### config.mk
export PLATFORM = sky130hd
export DESIGN_NAME = scfifo_rd_stream
export DESIGN_NICKNAME = d
export VERILOG_FILES = /design/src/rtl/scfifo_rd_stream_pkg.sv /design/src/rtl/scfifo_rd_buf.sv /design/src/rtl/scfifo_rd_stream.sv
export SDC_FILE = /design/constraint.sdc
export NUM_CORES = 1
export LEC_CHECK = 0
export CORE_MARGIN = 3
export CORE_UTILIZATION = 50
export CTS_BUF_LIST = sky130_fd_sc_hd__clkbuf_8
export DETAILED_ROUTE_END_ITERATION = 10
export GPL_ROUTABILITY_DRIVEN = 0
export PLACE_DENSITY = 0.76
export SYNTH_ARGS = -nofsm -noshare
export SYNTH_HDL_FRONTEND = slang
export SYNTH_SLANG_ARGS = --single-unit
### constraint.sdc
create_clock -name clock -period 2.8 [get_ports clock]
set_input_delay 0.56 -clock clock [delete_from_list [all_inputs] [get_ports clock]]
set_output_delay 0.56 -clock clock [all_outputs]
set_load 0.01 [all_outputs]
### src/rtl/scfifo_rd_stream_pkg.sv
// scfifo_rd_stream_pkg: width helpers shared by the read-stream adapter and its buffer ring
package scfifo_rd_stream_pkg;

    // Pointer width for a ring of depth entries, never narrower than one bit.
    function automatic int ptr_bits(input int depth);
        return (depth > 2) ? $clog2(depth) : 1;
    endfunction

    // Occupancy width able to hold the values 0..depth.
    function automatic int cnt_bits(input int depth);
        return $clog2(depth + 1);
    endfunction

endpackage

### src/rtl/scfifo_rd_buf.sv
// scfifo_rd_buf: bufdepth-entry register ring that absorbs the words returned by the FIFO.
//   clock, aclr (async, active-high), sclr (sync clear of pointers and count)
//   push/push_dat : store push_dat at the write pointer
//   pop           : advance the read pointer (caller guarantees count != 0)
//   head          : data register at the read pointer
//   count         : current occupancy
module scfifo_rd_buf
    import scfifo_rd_stream_pkg::*;
#(
    parameter int width    = 8,
    parameter int bufdepth = 3
) (
    input  logic                            clock,
    input  logic                            aclr,
    input  logic                            sclr,
    input  logic                            push,
    input  logic [width-1:0]                push_dat,
    input  logic                            pop,
    output logic [width-1:0]                head,
    output logic [cnt_bits(bufdepth)-1:0]   count
);
    localparam int ptrw = ptr_bits(bufdepth);
    localparam int cntw = cnt_bits(bufdepth);
    localparam logic [ptrw-1:0] last = ptrw'(bufdepth - 1);

    logic [ptrw-1:0]  wptr, rptr;
    logic [width-1:0] mem [bufdepth];

    always_ff @(posedge clock or posedge aclr) begin
        if (aclr) begin
            wptr  <= '0;
            rptr  <= '0;
            count <= '0;
            for (int i = 0; i < bufdepth; i++) mem[i] <= '0;
        end else if (sclr) begin
            // data registers keep their contents; only the bookkeeping is cleared
            wptr  <= '0;
            rptr  <= '0;
            count <= '0;
        end else begin
            if (push) begin
                mem[wptr] <= push_dat;
                wptr      <= (wptr == last) ? '0 : wptr + ptrw'(1);
            end
            if (pop) rptr <= (rptr == last) ? '0 : rptr + ptrw'(1);
            count <= count + cntw'(push) - cntw'(pop);
        end
    end

    assign head = mem[rptr];

endmodule

### src/rtl/scfifo_rd_stream.sv
// scfifo_rd_stream: turns the read port of a normal-mode scfifo into a valid/ready stream.
//   clock, aclr (async, active-high), sclr (sync clear)
//   fifo_rdreq/fifo_q/fifo_empty : FIFO read port, q valid the cycle after rdreq
//   src_dat/src_val/src_rdy      : output stream
//   bufused                      : words currently held in the output buffer
module scfifo_rd_stream
    import scfifo_rd_stream_pkg::*;
#(
    parameter int width    = 8,
    parameter int bufdepth = 3
) (
    input  logic                            clock,
    input  logic                            aclr,
    input  logic                            sclr,
    output logic                            fifo_rdreq,
    input  logic [width-1:0]                fifo_q,
    input  logic                            fifo_empty,
    output logic [width-1:0]                src_dat,
    output logic                            src_val,
    input  logic                            src_rdy,
    output logic [cnt_bits(bufdepth)-1:0]   bufused
);
    localparam int cntw = cnt_bits(bufdepth);

    logic            inflight;
    logic [cntw-1:0] cnt;
    logic [cntw:0]   pending;

    // Reserve a slot for every word already requested so the ring can never overflow;
    // src_rdy is deliberately not part of this decision.
    assign pending    = {1'b0, cnt} + {{cntw{1'b0}}, inflight};
    assign fifo_rdreq = ~aclr & ~sclr & ~fifo_empty & (pending < (cntw + 1)'(bufdepth));

    // rdreq is already forced low during sclr, so inflight clears on that edge too
    always_ff @(posedge clock or posedge aclr) begin
        if (aclr) inflight <= 1'b0;
        else      inflight <= fifo_rdreq;
    end

    assign src_val = (cnt != '0);
    assign bufused = cnt;

    scfifo_rd_buf #(.width(width), .bufdepth(bufdepth)) u_buf (
        .clock    (clock),
        .aclr     (aclr),
        .sclr     (sclr),
        .push     (inflight),
        .push_dat (fifo_q),
        .pop      (src_val & src_rdy),
        .head     (src_dat),
        .count    (cnt)
    );

endmodule
==> impl_metrics.tcl <==
set metrics [dict create \
    synth_warnings 0 \
    ys_ff_latch 31 \
    antenna_found_initial 0 \
    path_class "input port to primary output" \
    postRouteAntennaNets 0 \
    crit_fanout 2 \
    ys_types 25 \
    cp-end-kind "primary output" \
    drive_above_1_share 0.317 \
    design.core.area_um2 2810 \
    clock.fmax_mhz 396 \
    reg2reg_from "u_buf.wptr[1]" \
    grt_pass1_vias 1019 \
    async_flop_share 1.00 \
    start_util 0.532 \
    synth-edff-count 0 \
    synth_xor_xnor_area_share 0.0151 \
    crit_path_start "sclr" \
    syn2layout_area_growth_pct 25.1 \
    cts_buffers 5 \
    drt_iter0_markers 56 \
    clockBufferDepth 2 \
    synthSimpleGateAreaFrac 0.0964 \
    cts_tree "built" \
    cts.sinks 31 \
    dp.cells 163 \
    hold_path_class "flop to flop" \
    vias 948 \
    syn-num-nets 125 \
    crit_end "fifo_rdreq" \
    htreeDepth 2 \
    slew_violations 0 \
    routed_wl_mm 2.78 \
    clkTransAtPathRegs_ns 0.06 \
    viasPerCell 5.58 \
    final_nets 156 \
    dpl.hpwl_mm 1.90 \
    worstPathArrival_ns 1.96 \
    synth-compound-area-share 0.0587 \
    clock_latency_ns 0.28 \
    fin_setup_tns_ns 0 \
    post_drt_wl_per_cell_um 16.3 \
    cts_root_buf "clkbuf_8" \
    synth_top_family_by_area "multiplexers" \
    pin_count 25 \
    synthesis.area_um2 1490 \
    fp.dieW_um 60.6 \
    drc 0 \
    synthCells 108 \
    first_pass_iters 2 \
    synth.largest_area_cell "dfrtp_1" \
    ys_seq_area_frac 0.520 \
    irDropWorstVdd_mv 0.469 \
    hold_viol 0 \
    skew_ns 0.00425 \
    synth_top_area_frac 0.520 \
    synthMuxAreaShare 0.249 \
    r2r_setup_slack_ns 1.25 \
    synthAdderAreaFrac 0.0335 \
    status "completed" \
    worst_setup_path_start_kind "input port" \
    setup_viol 0 \
    netlist_top_cells_count "dfrtp_1 (31), mux2_2 (25), mux2i_1 (9)" \
    period_needed_ns 2.52 \
    fin_crit_sh 0.901 \
    grt_max_degree 32 \
    r2r_cells 3 \
    grt_overflow 0 \
    die_y_um 60.6 \
    hold-path-cell-count 1 \
    ys.flop_type "dfrtp_1" \
    cellLeakagePower_nw 0.844 \
    rsz0062_at_grt "false" \
    synth_most_common_cell "dfrtp_1" \
    track_usage 0.187 \
    relSlewSlack 0.619 \
    syn-mean-instance-area_um2 13.8 \
    die_area_um2 3680 \
    portBuffers 24 \
    regToRegEndpoint "u_buf.mem[18]" \
    num_rows 19 \
    synthTopCellsByArea "dfrtp_1 (52%), mux2_2 (19%), mux2i_1 (6.0%), o2bb2ai_1 (3.5%), ha_1 (3.4%)" \
    grt_pass1_wl_mm 4.82 \
    cap_violations 0 \
    layout.cells.non_filler 170 \
    power_density_nw_per_um2 781 \
    diodes 0 \
    worstMarginPinSlew_ns 0.570 \
    required_ns 2.24 \
    cts_setup_buffers 0 \
]
flip-flops by register name (all words and copies together), names as in the netlist:
signal       flops
u_buf.count      2
u_buf.rptr       2
u_buf.mem       24
inflight         1
u_buf.wptr       2
area by class of cell:
| class | instances | area, µm² |
|---|---|---|
| sequential | 31 | 777 |
| fill | 233 | 938 |
| clock inverter | 1 | 5.00 |
| tap | 31 | 38.8 |
| multi-input combinational | 69 | 676 |
| timing repair buffer | 29 | 277 |
| clock buffer | 6 | 82.6 |
| inverter | 3 | 11.3 |
worst max-delay path, stage by stage:
cell	delay, ns
clkdlybuf4s50_1	0.43
or4_1	0.53
a21oi_1	0.16
dlygate4sd2_1	0.29
how the worst min path moves through the flow:
stage / end / from / slack, ns
6_report: u_buf.mem[9] / u_buf.mem[9] / 0.51
5_1_grt: u_buf.mem[22] / u_buf.mem[22] / 0.53
4_1_cts: u_buf.mem[12] / u_buf.mem[12] / 0.51
3_5_place_dp: u_buf.mem[12] / u_buf.mem[12] / 0.50
3_3_place_gp: u_buf.mem[18] / u_buf.mem[18] / 0.49
2_1_floorplan: u_buf.mem[16] / u_buf.mem[16] / 0.48
power breakdown:
| part | total, mW | switching (mW) | internal [mW] |
|---|---|---|---|
| sequential | 0.578 | 0.0489 | 0.529 |
| clock | 0.350 | 0.158 | 0.192 |
| combinational | 0.530 | 0.208 | 0.321 |
| total | 1.46 | 0.415 | 1.04 |
layout by cell type (no fill, tap or decap), drive strengths merged, types with 3 or more instances in the layout:
| cell | count |
|---|---|
| clkbuf | 6 |
| mux2i | 9 |
| inv | 3 |
| o2bb2ai | 6 |
| a21oi | 3 |
| mux2 | 25 |
| buf | 5 |
| ha | 4 |
| clkdlybuf4s50 | 23 |
| nand2b | 3 |
| dfrtp | 31 |
logic make-up after synthesis:
kind of cell	Yosys count
multiplexers	34
flip-flops	31
AND/OR/NAND/NOR	18
AO/OA/AOI/OAI	12
buffers and inverters	8
adder cells (fa/ha/maj)	4
XOR/XNOR	1
through the flow:
stage	cell area, µm²	hold slack (ns)	util	worst slack, ns	total power [mW]
floorplan	1490	0.480	-	0.815	0.882
global placement	1780	0.488	0.634	0.0125	1.11
detailed placement	1780	0.496	0.634	0.00689	1.12
CTS	1870	0.511	0.665	0.266	1.48
global route	1870	0.530	0.665	0.167	1.55
finish	1870	0.506	0.665	0.277	1.46
what timing repair did:
action / CTS / global route
gates resized for setup: 2 / 0
setup endpoints to repair: 1 / 0
hold buffers: 0 / 0
per-layer routing:
metal | vias up | wire, µm | GRT usage
met5 | - | 0 | 0
li1 | 454 | - | -
met1 | 471 | 1280 | 0.236
met2 | 16 | 1360 | 0.293
met3 | 7 | 76 | 0.0447
met4 | 0 | 64 | 0.111
Note: power is estimated with default switching activity, not from simulation.
